### src/rtl/copro_sched_pkg.sv
// Shared types and constants for the coprocessor issue scheduler.
package copro_sched_pkg;

    localparam int unsigned ILLEGAL_OPCODE = 0;

    localparam int unsigned SCHED_NR_RGPR = 2;
    localparam int unsigned SCHED_XLEN    = 32;
    localparam int unsigned SCHED_DEPTH   = 4;
    localparam int unsigned SCHED_ID_W    = 4;
    localparam int unsigned SCHED_HART_W  = 1;
    localparam int unsigned SCHED_OPC_W   = 4;

    typedef enum logic [1:0] {IDLE, EXEC, DRAIN, RESULT} sched_state_e;

    typedef struct packed {
        logic [SCHED_OPC_W-1:0]              opcode;
        logic [SCHED_HART_W-1:0]             hartid;
        logic [SCHED_ID_W-1:0]               id;
        logic [4:0]                          rd;
        logic                                we;
        logic [SCHED_NR_RGPR*SCHED_XLEN-1:0] rs;
        logic                                valid;
        logic                                committed;
        logic                                killed;
    } sched_entry_t;

endpackage

### src/rtl/copro_sched_buffer.sv
// In-order circular buffer of issued instructions with associative commit/kill tagging.
module copro_sched_buffer
    import copro_sched_pkg::*;
#(
    parameter int unsigned NrRgprPorts = SCHED_NR_RGPR,
    parameter int unsigned XLEN        = SCHED_XLEN,
    parameter int unsigned Depth       = SCHED_DEPTH,
    parameter int unsigned IdWidth     = SCHED_ID_W,
    parameter int unsigned HartIdWidth = SCHED_HART_W,
    parameter int unsigned OpcodeWidth = SCHED_OPC_W,
    localparam int unsigned PW         = $clog2(Depth),
    localparam int unsigned CW         = $clog2(Depth) + 1
) (
    input  logic                        clk_i,
    input  logic                        rst_i,
    input  logic                        flush_i,
    input  logic                        push_i,
    input  logic [OpcodeWidth-1:0]      push_opcode_i,
    input  logic [HartIdWidth-1:0]      push_hartid_i,
    input  logic [IdWidth-1:0]          push_id_i,
    input  logic [4:0]                  push_rd_i,
    input  logic                        push_we_i,
    input  logic [NrRgprPorts*XLEN-1:0] push_rs_i,
    input  logic                        commit_valid_i,
    input  logic [IdWidth-1:0]          commit_id_i,
    input  logic                        commit_kill_i,
    input  logic                        pop_i,
    output logic                        head_valid_o,
    output logic                        head_committed_o,
    output logic                        head_killed_o,
    output logic [OpcodeWidth-1:0]      head_opcode_o,
    output logic [HartIdWidth-1:0]      head_hartid_o,
    output logic [IdWidth-1:0]          head_id_o,
    output logic [4:0]                  head_rd_o,
    output logic                        head_we_o,
    output logic [NrRgprPorts*XLEN-1:0] head_rs_o,
    output logic                        full_o,
    output logic [CW-1:0]               count_o
);

    typedef struct packed {
        logic [OpcodeWidth-1:0]      opcode;
        logic [HartIdWidth-1:0]      hartid;
        logic [IdWidth-1:0]          id;
        logic [4:0]                  rd;
        logic                        we;
        logic [NrRgprPorts*XLEN-1:0] rs;
    } payload_t;

    payload_t         mem_q [Depth];
    logic [Depth-1:0] valid_q, committed_q, killed_q;
    logic [PW-1:0]    head_q, tail_q;
    logic [CW-1:0]    count_q;
    logic             do_push, do_pop, push_match;

    assign full_o     = (count_q == CW'(Depth));
    assign count_o    = count_q;
    assign do_push    = push_i && !full_o && !flush_i;
    assign do_pop     = pop_i && valid_q[head_q] && !flush_i;
    assign push_match = commit_valid_i && (push_id_i == commit_id_i);

    assign head_valid_o     = valid_q[head_q];
    assign head_committed_o = committed_q[head_q];
    assign head_killed_o    = killed_q[head_q];
    assign head_opcode_o    = mem_q[head_q].opcode;
    assign head_hartid_o    = mem_q[head_q].hartid;
    assign head_id_o        = mem_q[head_q].id;
    assign head_rd_o        = mem_q[head_q].rd;
    assign head_we_o        = mem_q[head_q].we;
    assign head_rs_o        = mem_q[head_q].rs;

    always_ff @(posedge clk_i) begin
        if (do_push) begin
            mem_q[tail_q] <= '{opcode: push_opcode_i, hartid: push_hartid_i, id: push_id_i,
                               rd: push_rd_i, we: push_we_i, rs: push_rs_i};
        end
    end

    always_ff @(posedge clk_i or posedge rst_i) begin
        if (rst_i) begin
            valid_q     <= '0;
            committed_q <= '0;
            killed_q    <= '0;
            head_q      <= '0;
            tail_q      <= '0;
            count_q     <= '0;
        end else if (flush_i) begin
            valid_q     <= '0;
            committed_q <= '0;
            killed_q    <= '0;
            head_q      <= '0;
            tail_q      <= '0;
            count_q     <= '0;
        end else begin
            for (int unsigned i = 0; i < Depth; i++) begin
                if (commit_valid_i && valid_q[i] && !committed_q[i] && !killed_q[i] &&
                    mem_q[i].id == commit_id_i) begin
                    if (commit_kill_i) killed_q[i] <= 1'b1;
                    else               committed_q[i] <= 1'b1;
                end
            end
            // The tail slot is never valid while a push is accepted, so this cannot clash with the match above.
            if (do_push) begin
                valid_q[tail_q]     <= 1'b1;
                committed_q[tail_q] <= push_match && !commit_kill_i;
                killed_q[tail_q]    <= push_match && commit_kill_i;
                tail_q              <= tail_q + 1'b1;
            end
            if (do_pop) begin
                valid_q[head_q] <= 1'b0;
                head_q          <= head_q + 1'b1;
            end
            count_q <= count_q + CW'(do_push) - CW'(do_pop);
        end
    end

endmodule

### src/rtl/copro_issue_scheduler.sv
// Buffers decoded offload instructions, awaits commit/kill, and serialises committed ones
// through a single multi-cycle execution unit, returning one result per committed instruction.
module copro_issue_scheduler
    import copro_sched_pkg::*;
#(
    parameter int unsigned NrRgprPorts = SCHED_NR_RGPR,
    parameter int unsigned XLEN        = SCHED_XLEN,
    parameter int unsigned Depth       = SCHED_DEPTH,
    parameter int unsigned IdWidth     = SCHED_ID_W,
    parameter int unsigned HartIdWidth = SCHED_HART_W,
    parameter int unsigned OpcodeWidth = SCHED_OPC_W
) (
    input  logic                        clk_i,
    input  logic                        rst_i,
    input  logic                        flush_i,
    input  logic                        in_valid_i,
    output logic                        in_ready_o,
    input  logic [OpcodeWidth-1:0]      in_opcode_i,
    input  logic [HartIdWidth-1:0]      in_hartid_i,
    input  logic [IdWidth-1:0]          in_id_i,
    input  logic [4:0]                  in_rd_i,
    input  logic                        in_we_i,
    input  logic [NrRgprPorts*XLEN-1:0] in_rs_i,
    input  logic                        commit_valid_i,
    input  logic [IdWidth-1:0]          commit_id_i,
    input  logic                        commit_kill_i,
    output logic                        exec_valid_o,
    input  logic                        exec_ready_i,
    output logic [OpcodeWidth-1:0]      exec_opcode_o,
    output logic [NrRgprPorts*XLEN-1:0] exec_rs_o,
    input  logic                        exec_done_i,
    input  logic [XLEN-1:0]             exec_result_i,
    output logic                        result_valid_o,
    input  logic                        result_ready_i,
    output logic [HartIdWidth-1:0]      result_hartid_o,
    output logic [IdWidth-1:0]          result_id_o,
    output logic [4:0]                  result_rd_o,
    output logic                        result_we_o,
    output logic [XLEN-1:0]             result_data_o,
    output logic [$clog2(Depth):0]      count_o
);

    sched_state_e                state_q, state_d;
    logic                        full, push, pop, dispatch, capture;
    logic                        head_valid, head_committed, head_killed, head_we;
    logic [OpcodeWidth-1:0]      head_opcode;
    logic [HartIdWidth-1:0]      head_hartid;
    logic [IdWidth-1:0]          head_id;
    logic [4:0]                  head_rd;
    logic [NrRgprPorts*XLEN-1:0] head_rs;

    assign in_ready_o = !full;
    assign push       = in_valid_i && in_ready_o && (in_opcode_i != OpcodeWidth'(ILLEGAL_OPCODE));

    copro_sched_buffer #(
        .NrRgprPorts (NrRgprPorts),
        .XLEN        (XLEN),
        .Depth       (Depth),
        .IdWidth     (IdWidth),
        .HartIdWidth (HartIdWidth),
        .OpcodeWidth (OpcodeWidth)
    ) u_buffer (
        .clk_i            (clk_i),
        .rst_i            (rst_i),
        .flush_i          (flush_i),
        .push_i           (push),
        .push_opcode_i    (in_opcode_i),
        .push_hartid_i    (in_hartid_i),
        .push_id_i        (in_id_i),
        .push_rd_i        (in_rd_i),
        .push_we_i        (in_we_i),
        .push_rs_i        (in_rs_i),
        .commit_valid_i   (commit_valid_i),
        .commit_id_i      (commit_id_i),
        .commit_kill_i    (commit_kill_i),
        .pop_i            (pop),
        .head_valid_o     (head_valid),
        .head_committed_o (head_committed),
        .head_killed_o    (head_killed),
        .head_opcode_o    (head_opcode),
        .head_hartid_o    (head_hartid),
        .head_id_o        (head_id),
        .head_rd_o        (head_rd),
        .head_we_o        (head_we),
        .head_rs_o        (head_rs),
        .full_o           (full),
        .count_o          (count_o)
    );

    always_ff @(posedge clk_i or posedge rst_i) begin
        if (rst_i) state_q <= IDLE;
        else       state_q <= state_d;
    end

    always_comb begin
        state_d      = state_q;
        pop          = 1'b0;
        dispatch     = 1'b0;
        capture      = 1'b0;
        exec_valid_o = 1'b0;
        unique case (state_q)
            IDLE: begin
                exec_valid_o = head_valid && head_committed;
                // A handshake coinciding with flush has already started the unit, so drain it.
                if (flush_i) begin
                    if (exec_valid_o && exec_ready_i) state_d = DRAIN;
                end else if (head_valid && head_killed) begin
                    pop = 1'b1;
                end else if (exec_valid_o && exec_ready_i) begin
                    pop      = 1'b1;
                    dispatch = 1'b1;
                    state_d  = EXEC;
                end
            end
            EXEC: begin
                if (exec_done_i) begin
                    capture = !flush_i;
                    state_d = flush_i ? IDLE : RESULT;
                end else if (flush_i) begin
                    state_d = DRAIN;
                end
            end
            DRAIN: begin
                if (exec_done_i) state_d = IDLE;
            end
            RESULT: begin
                if (flush_i || result_ready_i) state_d = IDLE;
            end
            default: state_d = IDLE;
        endcase
    end

    assign exec_opcode_o  = exec_valid_o ? head_opcode : '0;
    assign exec_rs_o      = exec_valid_o ? head_rs : '0;
    assign result_valid_o = (state_q == RESULT);

    always_ff @(posedge clk_i or posedge rst_i) begin
        if (rst_i) begin
            result_hartid_o <= '0;
            result_id_o     <= '0;
            result_rd_o     <= '0;
            result_we_o     <= 1'b0;
            result_data_o   <= '0;
        end else begin
            if (dispatch) begin
                result_hartid_o <= head_hartid;
                result_id_o     <= head_id;
                result_rd_o     <= head_rd;
                result_we_o     <= head_we;
            end
            if (capture) result_data_o <= result_we_o ? exec_result_i : '0;
        end
    end

    done_only_when_busy: assert property (@(posedge clk_i) disable iff (rst_i)
        exec_done_i |-> (state_q == EXEC || state_q == DRAIN));

endmodule

### config.mk
export PLATFORM = sky130hd
export DESIGN_NAME = copro_issue_scheduler
export DESIGN_NICKNAME = d
export VERILOG_FILES = /design/src/rtl/copro_sched_pkg.sv /design/src/rtl/copro_sched_buffer.sv /design/src/rtl/copro_issue_scheduler.sv
export SDC_FILE = /design/constraint.sdc
export NUM_CORES = 1
export LEC_CHECK = 0
export ABC_AREA = 0
export CAP_MARGIN = 15
export CORE_MARGIN = 2
export CORE_UTILIZATION = 60
export CTS_BUF_LIST = sky130_fd_sc_hd__clkbuf_8
export DETAILED_ROUTE_END_ITERATION = 7
export PLACE_DENSITY = 0.95
export SYNTH_ARGS = -nofsm -noshare
export SYNTH_HDL_FRONTEND = slang
export SYNTH_SLANG_ARGS = --single-unit
### constraint.sdc
create_clock -name clk_i -period 5.22 [get_ports clk_i]
set_clock_uncertainty 0.05 [all_clocks]
set_input_delay 1.566 -clock clk_i [delete_from_list [all_inputs] [get_ports clk_i]]
set_output_delay 1.566 -clock clk_i [all_outputs]
set_load 0.005 [all_outputs]
==> flow_results.xml <==
<?xml version="1.0" encoding="UTF-8"?>
<metrics>
  <group name="drt">
    <metric name="per_cell_routed_wire_length" unit="um">22.1</metric>
    <metric name="wirelength" unit="um">32300</metric>
    <metric name="routedLengthMet1" unit="um">12500</metric>
    <metric name="initialDrtViolationCount" unit="">663</metric>
    <metric name="met3RoutedLength" unit="um">2310</metric>
    <metric name="route.vias.total" unit="">8397</metric>
    <metric name="routed_via_count_divided_by_cell_count" unit="">5.74</metric>
    <metric name="drc" unit="">0</metric>
    <metric name="topRoutingLayerUsed" unit="">met4</metric>
    <metric name="firstDrtPassIters" unit="">5</metric>
    <metric name="ant_nets" unit="">0</metric>
    <metric name="wl_met2" unit="um">16700</metric>
  </group>
  <group name="timing">
    <metric name="max_freq" unit="MHz">202</metric>
    <metric name="post-route-worst-setup-slack" unit="ns">0.275</metric>
    <metric name="maxSlewViolCount" unit="">0</metric>
    <metric name="whs" unit="ns">0.427</metric>
    <metric name="relSlewSlack" unit="">0.315</metric>
    <metric name="slew_at_the_pin_closest_to_its_max_slew_limit" unit="ns">1.03</metric>
    <metric name="final_min_period_over_clock_period" unit="">0.947</metric>
    <metric name="final-setup-viol-count" unit="">0</metric>
    <metric name="min_period" unit="ns">4.95</metric>
    <metric name="grt_setup_unrepaired" unit="">false</metric>
    <metric name="hold_violations" unit="">0</metric>
    <metric name="fin_tns_setup" unit="ns">0</metric>
  </group>
  <group name="critical_path">
    <metric name="critPathLaunchType" unit="">register</metric>
    <metric name="timing.critical_path.from" unit="">state_q[1]</metric>
    <metric name="r2r.worst_path.cells" unit="">11</metric>
    <metric name="worst_setup_path_end_kind" unit="">output pin</metric>
    <metric name="cp_slowest_cell" unit="">or3_4</metric>
    <metric name="rr_startpoint" unit="">u_buffer.head_q[1]</metric>
    <metric name="crit-reg2reg-capture" unit="">u_buffer.count_o[2]</metric>
    <metric name="timing.critical_path.slowest_cell_delay" unit="ns">0.68</metric>
    <metric name="cp.required" unit="ns">3.60</metric>
    <metric name="crit_type" unit="">register to output pin</metric>
    <metric name="worstPathMaxFanout" unit="">69</metric>
    <metric name="r2r_slack" unit="ns">2.00</metric>
    <metric name="worstPathCellList" unit="">or3b_1 -&gt; o22a_1 -&gt; or3_4 -&gt; nor2b_1 -&gt; clkdlybuf4s50_1</metric>
    <metric name="cp_data_arrival_time" unit="ns">3.33</metric>
  </group>
  <group name="cts">
    <metric name="clock_tree_from_tritoncts" unit="">built</metric>
    <metric name="cts_root_buffer" unit="">clkbuf_8</metric>
    <metric name="postCtsSetupRepairBufs" unit="">0</metric>
    <metric name="post_cts_resize_count" unit="">0</metric>
    <metric name="clk-insertion-delay-late" unit="ns">0.57</metric>
    <metric name="cts_hold_buf" unit="">0</metric>
    <metric name="path_clk_slew" unit="ns">0.06</metric>
    <metric name="cts_num_sinks" unit="">380</metric>
    <metric name="cts_max_path_buffers" unit="">3</metric>
    <metric name="cts_made_buffers" unit="">56</metric>
    <metric name="cts_htree_levels" unit="">2</metric>
  </group>
  <group name="synthesis">
    <metric name="netlist.top_cell.by_area" unit="">edfxtp_1</metric>
    <metric name="yosys-top-cells-area" unit="">edfxtp_1 (63%), mux4_2 (12%), dfrtp_1 (11%)</metric>
    <metric name="synthDistinctLibCells" unit="">44</metric>
    <metric name="synth_seq_area_share" unit="">0.733</metric>
    <metric name="yosys_warnings" unit="">0</metric>
    <metric name="async_flop_share" unit="">0.168</metric>
    <metric name="synthDominantCellAreaShare" unit="">0.627</metric>
    <metric name="ys_ff_latch" unit="">380</metric>
    <metric name="synth_enable_flop_cells" unit="">316</metric>
    <metric name="synth_cells" unit="">827</metric>
    <metric name="synth_fp_nets" unit="">962</metric>
    <metric name="synth-main-ff-cell" unit="">edfxtp_1</metric>
    <metric name="syn-cell-area" unit="sq mm">0.0151</metric>
    <metric name="syn_avg_cell_area" unit="sq um">18.3</metric>
  </group>
  <group name="pwr">
    <metric name="cellLeakagePower" unit="uW">0.00644</metric>
    <metric name="p_total" unit="uW">6510</metric>
    <metric name="vdd.ir_drop.worst" unit="mV">0.258</metric>
    <metric name="power-per-cell-area" unit="mW/mm^2">344</metric>
  </group>
  <group name="grt">
    <metric name="global_route.usage.total" unit="">0.245</metric>
    <metric name="grt_max_degree" unit="">82</metric>
    <metric name="grt_antenna_before_repair" unit="">0</metric>
    <metric name="grt-ovfl-total" unit="">0</metric>
    <metric name="grt_pass1_wl" unit="um">49000</metric>
    <metric name="via_count_of_the_first_global_routing_pass" unit="">8949</metric>
  </group>
  <group name="cells_and_area">
    <metric name="regArea" unit="sq mm">0.0111</metric>
    <metric name="fillers" unit="">1409</metric>
    <metric name="synthToLayoutAreaGrowth" unit="%">25.0</metric>
    <metric name="finalNonFillerCells" unit="">1462</metric>
    <metric name="final_cell_mix" unit="">edfxtp_1 (316), clkdlybuf4s50_1 (240), mux4_2 (80)</metric>
    <metric name="drive_above_1_share" unit="">0.162</metric>
    <metric name="nNetsFinal" unit="">1225</metric>
    <metric name="multi_input_area" unit="sq mm">0.00377</metric>
    <metric name="antennaDiodeCount" unit="">0</metric>
    <metric name="final_common_cell" unit="">edfxtp_1</metric>
  </group>
  <group name="place">
    <metric name="port_buffers" unit="">240</metric>
    <metric name="dp_cells" unit="">1362</metric>
    <metric name="dp_slack" unit="ns">0.894</metric>
    <metric name="finalWeightedCongestion" unit="">0.804</metric>
    <metric name="detailed_placement_hpwl" unit="um">20500</metric>
  </group>
  <group name="min_path">
    <metric name="hold_end" unit="">result_data_o[15]</metric>
    <metric name="hold_depth" unit="">2</metric>
    <metric name="launch_instance_of_the_worst_min_delay_path" unit="">result_data_o[15]</metric>
    <metric name="timing.hold.worst.class" unit="">register to register</metric>
  </group>
  <group name="floorplanning">
    <metric name="die_area" unit="sq mm">0.0265</metric>
    <metric name="die-width" unit="um">163</metric>
    <metric name="die_height" unit="um">163</metric>
    <metric name="core_region_area" unit="sq mm">0.0250</metric>
    <metric name="starting_density" unit="">0.606</metric>
    <metric name="placement_rows" unit="">58</metric>
    <metric name="design.portCount" unit="">241</metric>
  </group>
  <group name="job">
    <metric name="cap_viol_max_count" unit="">0</metric>
  </group>
  <group name="outcome">
    <metric name="run_status" unit="">finished clean</metric>
  </group>
</metrics>
-- cells in the mapped netlist, types with 5 or more instances --
library cell / number
a211oi_1: 8
a21oi_1: 11
a22oi_1: 5
a31oi_1: 8
buf_2: 10
clkbuf_1: 29
dfrtp_1: 64
edfxtp_1: 316
ha_1: 10
inv_1: 15
mux2_4: 10
mux4_2: 80
nand2_1: 74
nor2_1: 14
nor2b_1: 70
nor3_1: 5
o21ai_0: 32
xor2_1: 21
-- power breakdown --
part	switching, uW	internal, uW	total, uW
registers	97.2	3480	3580
clock network	1050	1110	2160
logic	345	431	776
-- flip-flops by register name, summed over array words and instances, names as in the netlist, 3 cells and up --
name / flops
result_data_o: 32
u_buffer.killed_q: 4
u_buffer.valid_q: 4
u_buffer.committed_q: 4
u_buffer.count_o: 3
result_id_o: 4
u_buffer.mem_q: 316
result_rd_o: 5
-- critical path: cells and delay by family (launching register included) --
kind / cells / cell delay [ns]
AO/OA/AOI/OAI: 1 / 0.26
buffers and inverters: 1 / 0.56
flip-flops: 1 / 0.46
AND/OR/NAND/NOR: 3 / 1.37
-- how the worst max path moves through the flow --
stage / to / slack (ns) / depth (start not counted)
4_1_cts: exec_rs_o[14] / 0.25 / 5
2_1_floorplan: u_buffer.mem_q[0][0] / 1.14 / 3
6_report: exec_rs_o[54] / 0.27 / 5
3_3_place_gp: exec_opcode_o[3] / 0.95 / 5
5_1_grt: exec_rs_o[54] / 0.15 / 5
3_5_place_dp: u_buffer.count_o[2] / 0.89 / 11
-- cell type report --
type / instances / area share
sequential: 380 / 0.587
multi-input combinational: 386 / 0.199
timing repair buffer: 250 / 0.134
clock buffer: 60 / 0.0437
tap: 330 / 0.0218
clock inverter: 40 / 0.0104
inverter: 16 / 0.00370
-- logic make-up (layout without fill, tap and decap cells) --
logic type | count (synthesis) | after routing | share of synthesized area
DFF | 380 | 380 | 0.733
and+or+nand+nor | 184 | 184 | 0.0639
muxes | 98 | 98 | 0.135
AOI/OAI and AO/OA | 70 | 70 | 0.0275
adders and majority gates | 11 | 11 | 0.00959
buffers and inverters | 61 | 366 | 0.0179
xor gates and xnor gates | 23 | 23 | 0.0133
-- metrics by stage --
step	instance area (sq um)	utilization
2_1_floorplan	15100	-
3_3_place_gp	17900	0.717
3_5_place_dp	17900	0.717
4_1_cts	18900	0.758
5_1_grt	18900	0.758
6_report	18900	0.758
-- routing by layer --
metal	global-route usage	up-vias
met5	0	-
met4	0.0744	0
met3	0.0545	68
met2	0.427	380
met1	0.312	4222
li1	-	3727
(Power assumes the default switching activity.)
